--- config.mk ---
export PLATFORM = sky130hd
export DESIGN_NAME = hilo_div_ctrl_flat
export DESIGN_NICKNAME = d
export VERILOG_FILES = /design/src/rtl/hilo_div_ctrl_pkg.sv /design/src/rtl/hilo_div_ctrl_if.sv /design/src/rtl/hilo_reg.sv /design/src/rtl/hilo_div_ctrl.sv /design/src/flat_wrapper.sv
export SDC_FILE = /design/constraint.sdc
export NUM_CORES = 1
export LEC_CHECK = 0
export BUFFER_PORTS_ARGS = -buffer_cell sky130_fd_sc_hd__buf_2
export CAP_MARGIN = 20
export CELL_PAD_IN_SITES_DETAIL_PLACEMENT = 0
export CELL_PAD_IN_SITES_GLOBAL_PLACEMENT = 1
export CORE_MARGIN = 2
export CORE_UTILIZATION = 30
export DETAILED_ROUTE_END_ITERATION = 6
export PLACE_DENSITY = 0.78
export SLEW_MARGIN = 10
export SYNTH_ARGS = -nofsm -noshare
export SYNTH_HDL_FRONTEND = slang
export SYNTH_SLANG_ARGS = --single-unit
--- constraint.sdc ---
create_clock -name clk -period 4.9 [get_ports clk]
set_clock_uncertainty 0.1 [all_clocks]
set_input_delay 0.735 -clock clk [delete_from_list [all_inputs] [get_ports clk]]
set_output_delay 0.735 -clock clk [all_outputs]
set_load 0.03 [all_outputs]
--- src/rtl/hilo_div_ctrl_pkg.sv ---
// Shared definitions for the DIV/DIVU issue/retire controller and its HI/LO
// register pair: state encoding, data widths and result slice positions.
package hilo_div_ctrl_pkg;

  // The divider is 32-bit only, so this width is fixed.
  localparam int DATA_W = 32;
  localparam int RES_W  = 2 * DATA_W;

  // The divider packs its result as {remainder, quotient}.
  localparam int REM_MSB = 63;
  localparam int REM_LSB = 32;
  localparam int QUO_MSB = 31;
  localparam int QUO_LSB = 0;

  typedef enum logic [1:0] {
    ST_IDLE  = 2'b00,
    ST_BUSY  = 2'b01,
    ST_DONE  = 2'b10,
    ST_ABORT = 2'b11
  } div_state_e;

  // Remainder half of a divider result; it is retired into HI.
  function automatic logic [DATA_W-1:0] remOf(input logic [RES_W-1:0] res);
    return res[REM_MSB:REM_LSB];
  endfunction

  // Quotient half of a divider result; it is retired into LO.
  function automatic logic [DATA_W-1:0] quoOf(input logic [RES_W-1:0] res);
    return res[QUO_MSB:QUO_LSB];
  endfunction

endpackage

--- src/rtl/hilo_div_ctrl_if.sv ---
// Handshake and operand bus between the EX-stage divide controller (master)
// and the multi-cycle divider (slave). Signal suffixes are from the
// controller's point of view.
interface hilo_div_ctrl_if;
  import hilo_div_ctrl_pkg::*;

  logic              div_start_o;
  logic              div_annul_o;
  logic              div_signed_o;
  logic [DATA_W-1:0] div_op1_o;
  logic [DATA_W-1:0] div_op2_o;
  logic [RES_W-1:0]  div_result_i;
  logic              div_ready_i;

  modport master (
    output div_start_o,
    output div_annul_o,
    output div_signed_o,
    output div_op1_o,
    output div_op2_o,
    input  div_result_i,
    input  div_ready_i
  );

  modport slave (
    input  div_start_o,
    input  div_annul_o,
    input  div_signed_o,
    input  div_op1_o,
    input  div_op2_o,
    output div_result_i,
    output div_ready_i
  );

endinterface

--- src/rtl/hilo_reg.sv ---
// Architectural HI/LO register pair. A retiring divide writes both halves and
// takes priority over the WB-stage MTHI/MTLO port, because the divide is the
// younger instruction.
module hilo_reg
  import hilo_div_ctrl_pkg::*;
(
  input  logic              clk,
  input  logic              rst,
  input  logic              div_we_i,
  input  logic [RES_W-1:0]  div_result_i,
  input  logic              wb_hi_we_i,
  input  logic              wb_lo_we_i,
  input  logic [DATA_W-1:0] wb_wdata_i,
  output logic [DATA_W-1:0] hi_o,
  output logic [DATA_W-1:0] lo_o
);

  logic [DATA_W-1:0] hi_q, hi_d;
  logic [DATA_W-1:0] lo_q, lo_d;

  // Pick the next HI/LO values: divide retirement first, else MTHI/MTLO independently.
  always_comb begin
    hi_d = hi_q;
    lo_d = lo_q;
    if (div_we_i) begin
      hi_d = remOf(div_result_i);
      lo_d = quoOf(div_result_i);
    end else begin
      if (wb_hi_we_i) hi_d = wb_wdata_i;
      if (wb_lo_we_i) lo_d = wb_wdata_i;
    end
  end

  // Hold the architectural HI/LO values; reset clears both.
  always_ff @(posedge clk or posedge rst) begin
    if (rst) begin
      hi_q <= '0;
      lo_q <= '0;
    end else begin
      hi_q <= hi_d;
      lo_q <= lo_d;
    end
  end

  assign hi_o = hi_q;
  assign lo_o = lo_q;

endmodule

--- src/rtl/hilo_div_ctrl.sv ---
// EX-stage DIV/DIVU controller: latches operands, runs the divider start/annul
// handshake, stalls the pipeline while the divide is in flight and retires the
// result into HI (remainder) / LO (quotient).
module hilo_div_ctrl
  import hilo_div_ctrl_pkg::*;
#(
  parameter int unsigned ABORT_CYCLES = 3
) (
  input  logic              clk,
  input  logic              rst,
  input  logic              ex_div_op,
  input  logic              ex_div_signed,
  input  logic [DATA_W-1:0] ex_rs_val,
  input  logic [DATA_W-1:0] ex_rt_val,
  input  logic              flush,
  input  logic              wb_hi_we,
  input  logic              wb_lo_we,
  input  logic [DATA_W-1:0] wb_hilo_wdata,
  hilo_div_ctrl_if.master   div_if,
  output logic              stall_o,
  output logic [DATA_W-1:0] hi_o,
  output logic [DATA_W-1:0] lo_o
);

  // The abort counter runs 0 .. ABORT_CYCLES-1 while start is held low.
  localparam int unsigned CNT_W = (ABORT_CYCLES > 1) ? $clog2(ABORT_CYCLES) : 1;
  localparam logic [CNT_W-1:0] CNT_LAST = CNT_W'(ABORT_CYCLES - 1);

  div_state_e        state_q;
  logic              start_q;
  logic              annul_q;
  logic              signed_q;
  logic [DATA_W-1:0] op1_q;
  logic [DATA_W-1:0] op2_q;
  logic [CNT_W-1:0]  abort_cnt_q;

  logic              divRetire;

  // A flush in the same cycle as ready wins, so the result is dropped.
  assign divRetire = (state_q == ST_BUSY) && div_if.div_ready_i && !flush;

  // Controller FSM with registered divider handshake and operand latches.
  always_ff @(posedge clk or posedge rst) begin
    if (rst) begin
      state_q     <= ST_IDLE;
      start_q     <= 1'b0;
      annul_q     <= 1'b0;
      signed_q    <= 1'b0;
      op1_q       <= '0;
      op2_q       <= '0;
      abort_cnt_q <= '0;
    end else begin
      annul_q <= 1'b0;
      case (state_q)
        ST_IDLE: begin
          if (ex_div_op && !flush) begin
            op1_q    <= ex_rs_val;
            op2_q    <= ex_rt_val;
            signed_q <= ex_div_signed;
            start_q  <= 1'b1;
            state_q  <= ST_BUSY;
          end
        end
        ST_BUSY: begin
          if (flush) begin
            annul_q     <= 1'b1;
            start_q     <= 1'b0;
            abort_cnt_q <= '0;
            state_q     <= ST_ABORT;
          end else if (div_if.div_ready_i) begin
            start_q <= 1'b0;
            state_q <= ST_DONE;
          end
        end
        ST_DONE: begin
          state_q <= ST_IDLE;
        end
        ST_ABORT: begin
          if (abort_cnt_q == CNT_LAST) begin
            abort_cnt_q <= '0;
            state_q     <= ST_IDLE;
          end else begin
            abort_cnt_q <= abort_cnt_q + CNT_W'(1);
          end
        end
        default: begin
          state_q <= ST_IDLE;
        end
      endcase
    end
  end

  // Stall whenever a divide occupies EX and cannot yet leave it.
  always_comb begin
    stall_o = 1'b0;
    case (state_q)
      ST_IDLE:  stall_o = ex_div_op;
      ST_BUSY:  stall_o = 1'b1;
      ST_DONE:  stall_o = 1'b0;
      ST_ABORT: stall_o = ex_div_op;
      default:  stall_o = 1'b0;
    endcase
  end

  assign div_if.div_start_o  = start_q;
  assign div_if.div_annul_o  = annul_q;
  assign div_if.div_signed_o = signed_q;
  assign div_if.div_op1_o    = op1_q;
  assign div_if.div_op2_o    = op2_q;

  hilo_reg u_hilo_reg (
    .clk          (clk),
    .rst          (rst),
    .div_we_i     (divRetire),
    .div_result_i (div_if.div_result_i),
    .wb_hi_we_i   (wb_hi_we),
    .wb_lo_we_i   (wb_lo_we),
    .wb_wdata_i   (wb_hilo_wdata),
    .hi_o         (hi_o),
    .lo_o         (lo_o)
  );

endmodule

--- src/flat_wrapper.sv ---
// flat-port wrapper written by rule: the top's interface ports become plain ports
module hilo_div_ctrl_flat import hilo_div_ctrl_pkg::*;
#(
  parameter int unsigned ABORT_CYCLES = 3
)
  (clk, rst, ex_div_op, ex_div_signed, ex_rs_val, ex_rt_val, flush, wb_hi_we, wb_lo_we, wb_hilo_wdata, stall_o, hi_o, lo_o, div_if_div_start_o, div_if_div_annul_o, div_if_div_signed_o, div_if_div_op1_o, div_if_div_op2_o, div_if_div_result_i, div_if_div_ready_i);
  hilo_div_ctrl_if div_if_i ();
  input  logic clk;
  input  logic rst;
  input  logic ex_div_op;
  input  logic ex_div_signed;
  input  logic [DATA_W-1:0] ex_rs_val;
  input  logic [DATA_W-1:0] ex_rt_val;
  input  logic flush;
  input  logic wb_hi_we;
  input  logic wb_lo_we;
  input  logic [DATA_W-1:0] wb_hilo_wdata;
  output logic stall_o;
  output logic [DATA_W-1:0] hi_o;
  output logic [DATA_W-1:0] lo_o;
  output wire logic [$bits(div_if_i.div_start_o)-1:0] div_if_div_start_o;
  output wire logic [$bits(div_if_i.div_annul_o)-1:0] div_if_div_annul_o;
  output wire logic [$bits(div_if_i.div_signed_o)-1:0] div_if_div_signed_o;
  output wire logic [$bits(div_if_i.div_op1_o)-1:0] div_if_div_op1_o;
  output wire logic [$bits(div_if_i.div_op2_o)-1:0] div_if_div_op2_o;
  input wire logic [$bits(div_if_i.div_result_i)-1:0] div_if_div_result_i;
  input wire logic [$bits(div_if_i.div_ready_i)-1:0] div_if_div_ready_i;
  assign div_if_div_start_o = div_if_i.div_start_o;
  assign div_if_div_annul_o = div_if_i.div_annul_o;
  assign div_if_div_signed_o = div_if_i.div_signed_o;
  assign div_if_div_op1_o = div_if_i.div_op1_o;
  assign div_if_div_op2_o = div_if_i.div_op2_o;
  assign div_if_i.div_result_i = div_if_div_result_i;
  assign div_if_i.div_ready_i = div_if_div_ready_i;
  hilo_div_ctrl #(.ABORT_CYCLES(ABORT_CYCLES)) u_core (.clk(clk), .rst(rst), .ex_div_op(ex_div_op), .ex_div_signed(ex_div_signed), .ex_rs_val(ex_rs_val), .ex_rt_val(ex_rt_val), .flush(flush), .wb_hi_we(wb_hi_we), .wb_lo_we(wb_lo_we), .wb_hilo_wdata(wb_hilo_wdata), .div_if(div_if_i), .stall_o(stall_o), .hi_o(hi_o), .lo_o(lo_o));
endmodule
=== Word level (Yosys, flattened, before mapping) ===
Index checks and enable logic that the tools add are counted.

* Output and inout bits: 132
* Word-level logic and storage cells: 51
* Input bits: 168
* Register bits: 135

* Eq/ne operators: 8
* Add/sub/neg operators: 1
* Mux-type cells: 19
* Reduce and logical (&&, ||, !) cells: 14

{| class="wikitable"
|+ Operators with widths
! operator !! number
|-
| $mux W32 || 4
|-
| $mux W2 || 6
|-
| $pmux W2 S4 || 1
|-
| $reduce_bool A2 Y1 || 4
|-
| $eq A2 B2 Y1 const B || 3
|-
| $reduce_and A3 Y1 || 2
|-
| $mux W1 || 5
|-
| $ne A2 B1 Y1 const B || 2
|-
| $pmux W2 S2 || 1
|-
| $reduce_and A2 Y1 || 2
|-
| $logic_and A1 B1 Y1 || 3
|-
| $ne A3 B3 Y1 const B || 1
|-
| $pmux W1 S3 || 1
|-
| $add A2 B1 Y2 const B || 1
|-
| $eq A2 B1 Y1 const B || 1
|-
| $logic_not A2 Y1 || 1
|-
| $ne A2 B2 Y1 const B || 1
|-
| $pmux W1 S2 || 1
|-
| $reduce_or A2 Y1 || 1
|-
| $logic_not A1 Y1 || 1
|}

=== Logic depth before layout (Yosys ltp) ===
Gate-level depths: netlist (run 1).

* Word-level depth: 4
* Mapped depth: 8
* Mapped depth without buffers: 5

=== By module ===
From an unflattened synthesis (run 1), not the netlist that was laid out.

* Cells, all modules: 457
* Area, all modules: 6,050.8 µm²

{| class="wikitable"
|+ By module, submodules not included
! module !! times used !! area each (µm²) !! cells each !! sequential area each (µm²)
|-
| hilo_div_ctrl || 1 || 3,031.7 || 178 || 1,776.7
|-
| hilo_reg || 1 || 3,019.1 || 279 || 1,601.5
|}

=== Worst setup path before layout (run 1) ===
No wires, ideal clock.

* Path kind: flip-flop to output port
* From: reg u_core.state_q[0]
* To: out stall_o
* Data required time: 4,065 ps
* Path buffers: 0
* Arrival: 1,324 ps
* Slack: 2,741 ps
* Cell stages (with the launch flop): 4
* Cell sequence: dfrtp_1 -> inv_1 -> ha_1 -> mux2i_1

* Longest elaborated chain between the ends: 3
* Elaborated cells on any way between the ends: 6
* Classes of those cells: eq/ne (3); mux (1); reduce/logical (2)

{| class="wikitable"
|+ Ends and longest elaborated chain
! what !! RTL line !! RTL
|-
| from (decl) || hilo_div_ctrl.sv:29 || <nowiki>div_state_e state_q;</nowiki>
|-
| from (signal assigned) || hilo_div_ctrl.sv:45 || <nowiki>state_q <= ST_IDLE;</nowiki>
|-
| from (signal assigned) || hilo_div_ctrl.sv:61 || <nowiki>state_q <= ST_BUSY;</nowiki>
|-
| from (signal assigned) || hilo_div_ctrl.sv:69 || <nowiki>state_q <= ST_ABORT;</nowiki>
|-
| $eq A2 B2 Y1 or $logic_not A2 Y1 (tied branches) || hilo_div_ctrl.sv:96 || <nowiki>case (state_q)</nowiki>
|-
| $reduce_or A2 Y1 (no source line) || n/a ||
|-
| $pmux W1 S3 * || hilo_div_ctrl.sv:96 ||
|-
| to (decl) || flat_wrapper.sv:18 || <nowiki>output logic stall_o;</nowiki>
|}

Mark *: on every way between the ends. The rest lies on a longest branch, timed or not.

=== Worst setup path in the final report (run 1) ===
* From: reg u_core.state_q[1]
* To: reg u_core.u_hilo_reg.hi_q[6] (netlist: u_core.u_hilo_reg.hi_o[6])

* Longest elaborated chain between the ends: 4
* Elaborated cells on any way between the ends: 5
* Classes of those cells: eq/ne (1); mux (1); reduce/logical (3)

{| class="wikitable"
|+ Ends and longest elaborated chain
! what !! RTL line !! RTL
|-
| $eq A2 B1 Y1 * || hilo_div_ctrl.sv:40 || <nowiki>assign divRetire = (state_q == ST_BUSY) && div_if.div_ready_i && !flush;</nowiki>
|-
| $logic_and A1 B1 Y1 * (2 in a row) || hilo_div_ctrl.sv:40 ||
|-
| $mux W32 or $reduce_bool A2 Y1 (tied branches) || n/a ||
|-
| to (signal assigned) || hilo_reg.sv:40 || <nowiki>hi_q <= hi_d;</nowiki>
|-
| to (decl) || hilo_reg.sv:18 || <nowiki>logic [DATA_W-1:0] hi_q, hi_d;</nowiki>
|}

Marked as above.
A chain may end at the register's enable or synchronous reset.

==> results.cfg, run 1 <==
[critical_path]
slowest_delay_ps = 900
required_ps = 5070
slowest_stage = and3b_4
r2r-start = u_core.state_q[1]
end_kind = flop
startpoint = u_core.state_q[1]
critPathKind = reg2reg
path_cells = inv_1, ha_1, and3b_4, buf_4, o21ai_0
cp.arrival_ps = 2720
worst_setup_path_start_kind = flop
crit_fanout = 102

[drt]
dr_total_vias = 4502
wl_met1_mm = 6.30
dr_wl_met2_mm = 7.12
routed_wl_mm = 15.1
highest_layer = met4
drtAntennaViolNets = 0
wl_per_cell_um = 14.7
drt_iter0_drc = 133
drc_errors = 0
dr.pass1.iters = 4
via_per_inst = 4.39
wl_met3_mm = 1.38

[yosys]
synth_top_family_by_area = multiplexers
synth_fa_ha_area_frac = 0.0128
synth_cell_types = 24
mappedNetlistArea_um2 = 5880
avgSynthCellArea_um2 = 12.9
synth_compound_area_frac = 0.0644
ys_seq_elements = 135
synth.area.mux_share = 0.257
synth-xor-area-share = 0
yosysSeqAreaShare = 0.574
ys_warn_count = 0
syn_nets = 629
synthSimpleGateAreaFrac = 0.0555
syn_inst = 455

[cts]
post-cts-setup-buffers = 0
postCtsHoldBufs = 0
cts.htree.levels = 4
clk_pin_slew_ps = 60
clk_latency_ps = 410
cts_num_sinks = 135
clock_path_buffers = 2
cts_resized = 0
cts_tree = built
cts_root_buf = clkbuf_16
cts_made_buffers = 17

[sta]
maxSlewHeadroom = 0.287
finalCritPeriodShare = 0.520
finalCriticalPeriod_ps = 2550
finalSetupTns_ps = 0
final_max_slew_viol_count = 0
rsz0062_at_grt = no
fmax_mhz = 393
hold_viol = 0
worst_slew_pin_slew_ps = 1070
hold_slack_ps = 361
setup_viol = 0

[final_layout]
final_common_cell = buf_2
areaGrowthSynthToFinish_pct = 38.8
final_cell_mix = buf_2, dfrtp_1, mux2i_1, nand2_1, o21ai_0
nets = 922
fill_cells = 1889
diodes = 0
instances_no_fill = 1026
finish.instance_area_um2 = 8170
drive_gt1_frac = 0.532

[floorplan]
initial_utilization = 0.304
fp.dieW_um = 144
row_count = 51
core_um2 = 19300
die_y_um = 144
pin_count = 300
dieArea_um2 = 20800

[placement]
dpl-instance-area_um2 = 7550
place_congestion = 0.750
dp_cells = 993
dp_hpwl_mm = 10.9
numPortBuffers = 299

[power_and_ir_drop]
leakage_nw = 4.19
ir_drop_mv = 0.368
power_density_nw_per_um2 = 652

[global_route]
grt_pass1_wl_mm = 22.3
grt_pass1_vias = 4490
grtUsageTotal = 0.139
grt_antenna_before_repair = 0
gr-total-overflow = 0
grt_max_degree = 103

[run]
maxCapViolCount = 0

[outcome]
status = finished clean

[min_path]
hold_class = in2async
## cells in the mapped netlist (all sizes together)
master / instances / area (µm²)
clkbuf: 5 / 23.8
nor3b: 1 / 7.51
mux2i: 66 / 661
mux2: 66 / 852
and3b: 1 / 8.76
nor2: 1 / 3.75
a21oi: 2 / 10.0
o21ai: 66 / 330
a21o: 2 / 15.0
a221oi: 1 / 15.0
dfrtp: 135 / 3380
nand3b: 2 / 27.5
inv: 5 / 18.8
buf: 24 / 170
ha: 6 / 75.1
nand2b: 4 / 25.0
and2: 1 / 6.26
nand2: 66 / 248
a2bb2oi: 1 / 8.76
## critical path, delay by kind of cell, from the launching register on
family / cells / cell delay, ps
adders and majority gates: 1 / 270
buffers and inverters: 2 / 530
AOI/OAI and AO/OA: 1 / 130
and+or+nand+nor: 1 / 900
DFF: 1 / 410
## layout make-up
type                       instances  area [µm²]  share of cell area
timing repair buffer             303        1550               0.189
clock inverter                    15         166              0.0204
sequential                       135        3380               0.414
inverter                           5        23.8             0.00291
clock buffer                      17         425              0.0521
multi-input combinational        286        2300               0.281
tap                              265         332              0.0406
## kinds of logic after synthesis
kind of cell             Yosys count
multiplexers                     132
adder cells (fa/ha/maj)            6
buffers and inverters             34
flip-flops                       135
AND/OR/NAND/NOR                   76
AO/OA/AOI/OAI                     72
## power by group
group	switching (W)	internal [W]	total [W]	leakage, nW
logic	0.00143	0.000819	0.00225	2.30
registers	0.000229	0.00156	0.00179	1.60
clock network	0.000527	0.000762	0.00129	0.287
total	0.00218	0.00314	0.00533	4.19
## metal layers
metal / GRT usage / vias up
li1: - / 2158
met1: 0.164 / 2114
met2: 0.232 / 210
met3: 0.0507 / 20
met4: 0.0537 / 0
met5: 0 / -
## state kept, by name, summed over array words and instances (netlist names)
signal	flops
u_core.state_q	2
u_core.abort_cnt_q	2
u_core.div_if.div_op2_o	32
u_core.div_if.div_start_o	1
u_core.u_hilo_reg.lo_o	32
u_core.div_if.div_op1_o	32
u_core.div_if.div_annul_o	1
u_core.div_if.div_signed_o	1
u_core.u_hilo_reg.hi_o	32
## path summary, 6_finish.rpt
check	to	slack, ps	depth (start not counted)
max in group asynchronous	u_core.u_hilo_reg.hi_o[6]	3430	3
min	u_core.div_if.div_op2_o[30]	360	2
max reg2reg	u_core.u_hilo_reg.hi_o[6]	2350	5
min reg2reg	u_core.div_if.div_start_o	390	1
max	u_core.u_hilo_reg.hi_o[6]	2350	5
min in group clk	u_core.div_if.div_start_o	390	1
## through the flow
stage,util,setup slack [ps],power (W)
after floorplan,-,454,0.00340
after CTS,0.421,2340,0.00539
after detailed placement,0.390,2190,0.00408
after global routing,0.423,2140,0.00562
after global placement,0.390,2220,0.00404
final,0.423,2350,0.00533
(Power assumes the default switching activity.)
==> run 2, diff against run 1 <==
Clock period 4.9 ns to 2.4 ns, I/O delays scaled along.
==> results.cfg, run 2 (same netlist as run 1, synthesis figures left out) <==
[placement]
dp_hpwl_mm = 11.1
numPortBuffers = 299
place_congestion = 0.760
dpl-instance-area_um2 = 7710

[global_route]
grt_antenna_before_repair = 1
gr-total-overflow = 0
grt_pass1_wl_mm = 23.0
grt_max_degree = 80
grt_pass1_vias = 4434
grtUsageTotal = 0.145

[final_layout]
nets = 930
fill_cells = 1879
areaGrowthSynthToFinish_pct = 40.6
final_cell_mix = buf_2, dfrtp_1, mux2i_1, nand2_1, o21ai_0
final_common_cell = buf_2
diodes = 0
fin_util = 0.428
finish.instance_area_um2 = 8270
drive_gt1_frac = 0.536

[sta]
maxSlewHeadroom = 0.667
hold_viol = 0
finalCritPeriodShare = 0.865
hold_slack_ps = 44.7
final_max_slew_viol_count = 0
finalCriticalPeriod_ps = 2080
finalSetupTns_ps = 0
setup_viol = 0
rsz0062_at_grt = no
worst_slew_pin_slew_ps = 500
fmax_mhz = 482

[critical_path]
startpoint = u_core.state_q[0]
worst_setup_path_start_kind = flop
crit_fanout = 5
ff2ff_path_depth = 5
reg2reg_setup_slack_ps = 490
cp.arrival_ps = 1620
r2r-start = u_core.state_q[1]
rr_endpoint = u_core.u_hilo_reg.hi_o[4]
critPathKind = reg2out
required_ps = 1940
cp-endpoint = stall_o
end_kind = output pin

[cts]
clock_path_buffers = 2
cts_resized = 0
cts_tree = built
cts_made_buffers = 17
cts_root_buf = clkbuf_16
clk_latency_ps = 410
post-cts-setup-buffers = 0
cts.htree.levels = 4
clk_pin_slew_ps = 60
cts_num_sinks = 135

[floorplan]
initial_utilization = 0.304
fp.dieW_um = 144
row_count = 51
pin_count = 300
core_um2 = 19300
dieArea_um2 = 20800
die_y_um = 144

[power_and_ir_drop]
leakage_nw = 4.23
ir_drop_mv = 0.699
power_density_nw_per_um2 = 1300

[drt]
wl_per_cell_um = 14.7
via_per_inst = 4.28
drt_iter0_drc = 156
drtAntennaViolNets = 0
routed_wl_mm = 15.2
dr_total_vias = 4425
drc_errors = 0
dr.pass1.iters = 4

[min_path]
hold_class = in2reg
min_from = div_if_div_result_i[30]

[run]
maxCapViolCount = 0

[outcome]
status = finished clean
-- run 2: cell count changes in the layout (fill, tap and decap cells not counted), sizes merged --
| cell | delta |
|---|---|
| clkinvlp | +3 |
| inv | -1 |
| clkinv | -1 |
| clkbuf | +1 |
| bufinv | -2 |
| buf | +7 |
| dlygate4sd3 | +1 |
-- run 2: worst max-delay path, cell delays in order, from the launching register on --
cell and delay (ps):
dfrtp_1 410, inv_1 100, ha_1 300, mux2i_1 170, buf_2 220
-- run 2: through the flow --
stage                     power [W]  setup WS (ps)  std cells
after CTS                    0.0109            304       1034
after global routing         0.0114            179       1034
after global placement      0.00829            537       1001
after detailed placement    0.00836            482       1001
after floorplan             0.00695            261        455
final                        0.0107            324       1034
-- run 2: report_power, final --
group	switching, W	internal (W)	leakage, nW	total (W)
Sequential	0.000476	0.00319	1.60	0.00366
Combinational	0.00291	0.00171	2.36	0.00462
Clock	0.00108	0.00137	0.262	0.00246
Total	0.00447	0.00627	4.23	0.0107
-- run 2: area by class of cell --
cell class | count | area (µm²) | share of cell area
Clock buffer | 18 | 439 | 0.0531
Timing Repair Buffer | 311 | 1690 | 0.204
Sequential cell | 135 | 3380 | 0.408
Inverter | 5 | 22.5 | 0.00272
Clock inverter | 14 | 116 | 0.0141
Tap cell | 265 | 332 | 0.0401
Multi-Input combinational cell | 286 | 2300 | 0.278
-- run 2: timing repair --
action / 4_1_cts / 5_1_grt
setup endpoints to repair: 0 / 0
endpoints found under the hold margin: 56 / 0
hold buffers: 1 / 0
-- run 2: metal layers --
metal / part of all wire / track usage
met5: 0.0010 / 0
met4: 0.012 / 0.0480
met3: 0.091 / 0.0517
met2: 0.47 / 0.234
met1: 0.42 / 0.181
-- run 2: how the worst min path moves through the flow --
stage	to	cells past startpoint
5_1_grt	u_core.u_hilo_reg.lo_o[29]	3
2_1_floorplan	u_core.abort_cnt_q[1]	2
6_report	u_core.u_hilo_reg.lo_o[30]	3
4_1_cts	u_core.u_hilo_reg.hi_o[0]	3
3_5_place_dp	u_core.div_if.div_start_o	1
3_3_place_gp	u_core.div_if.div_start_o	1
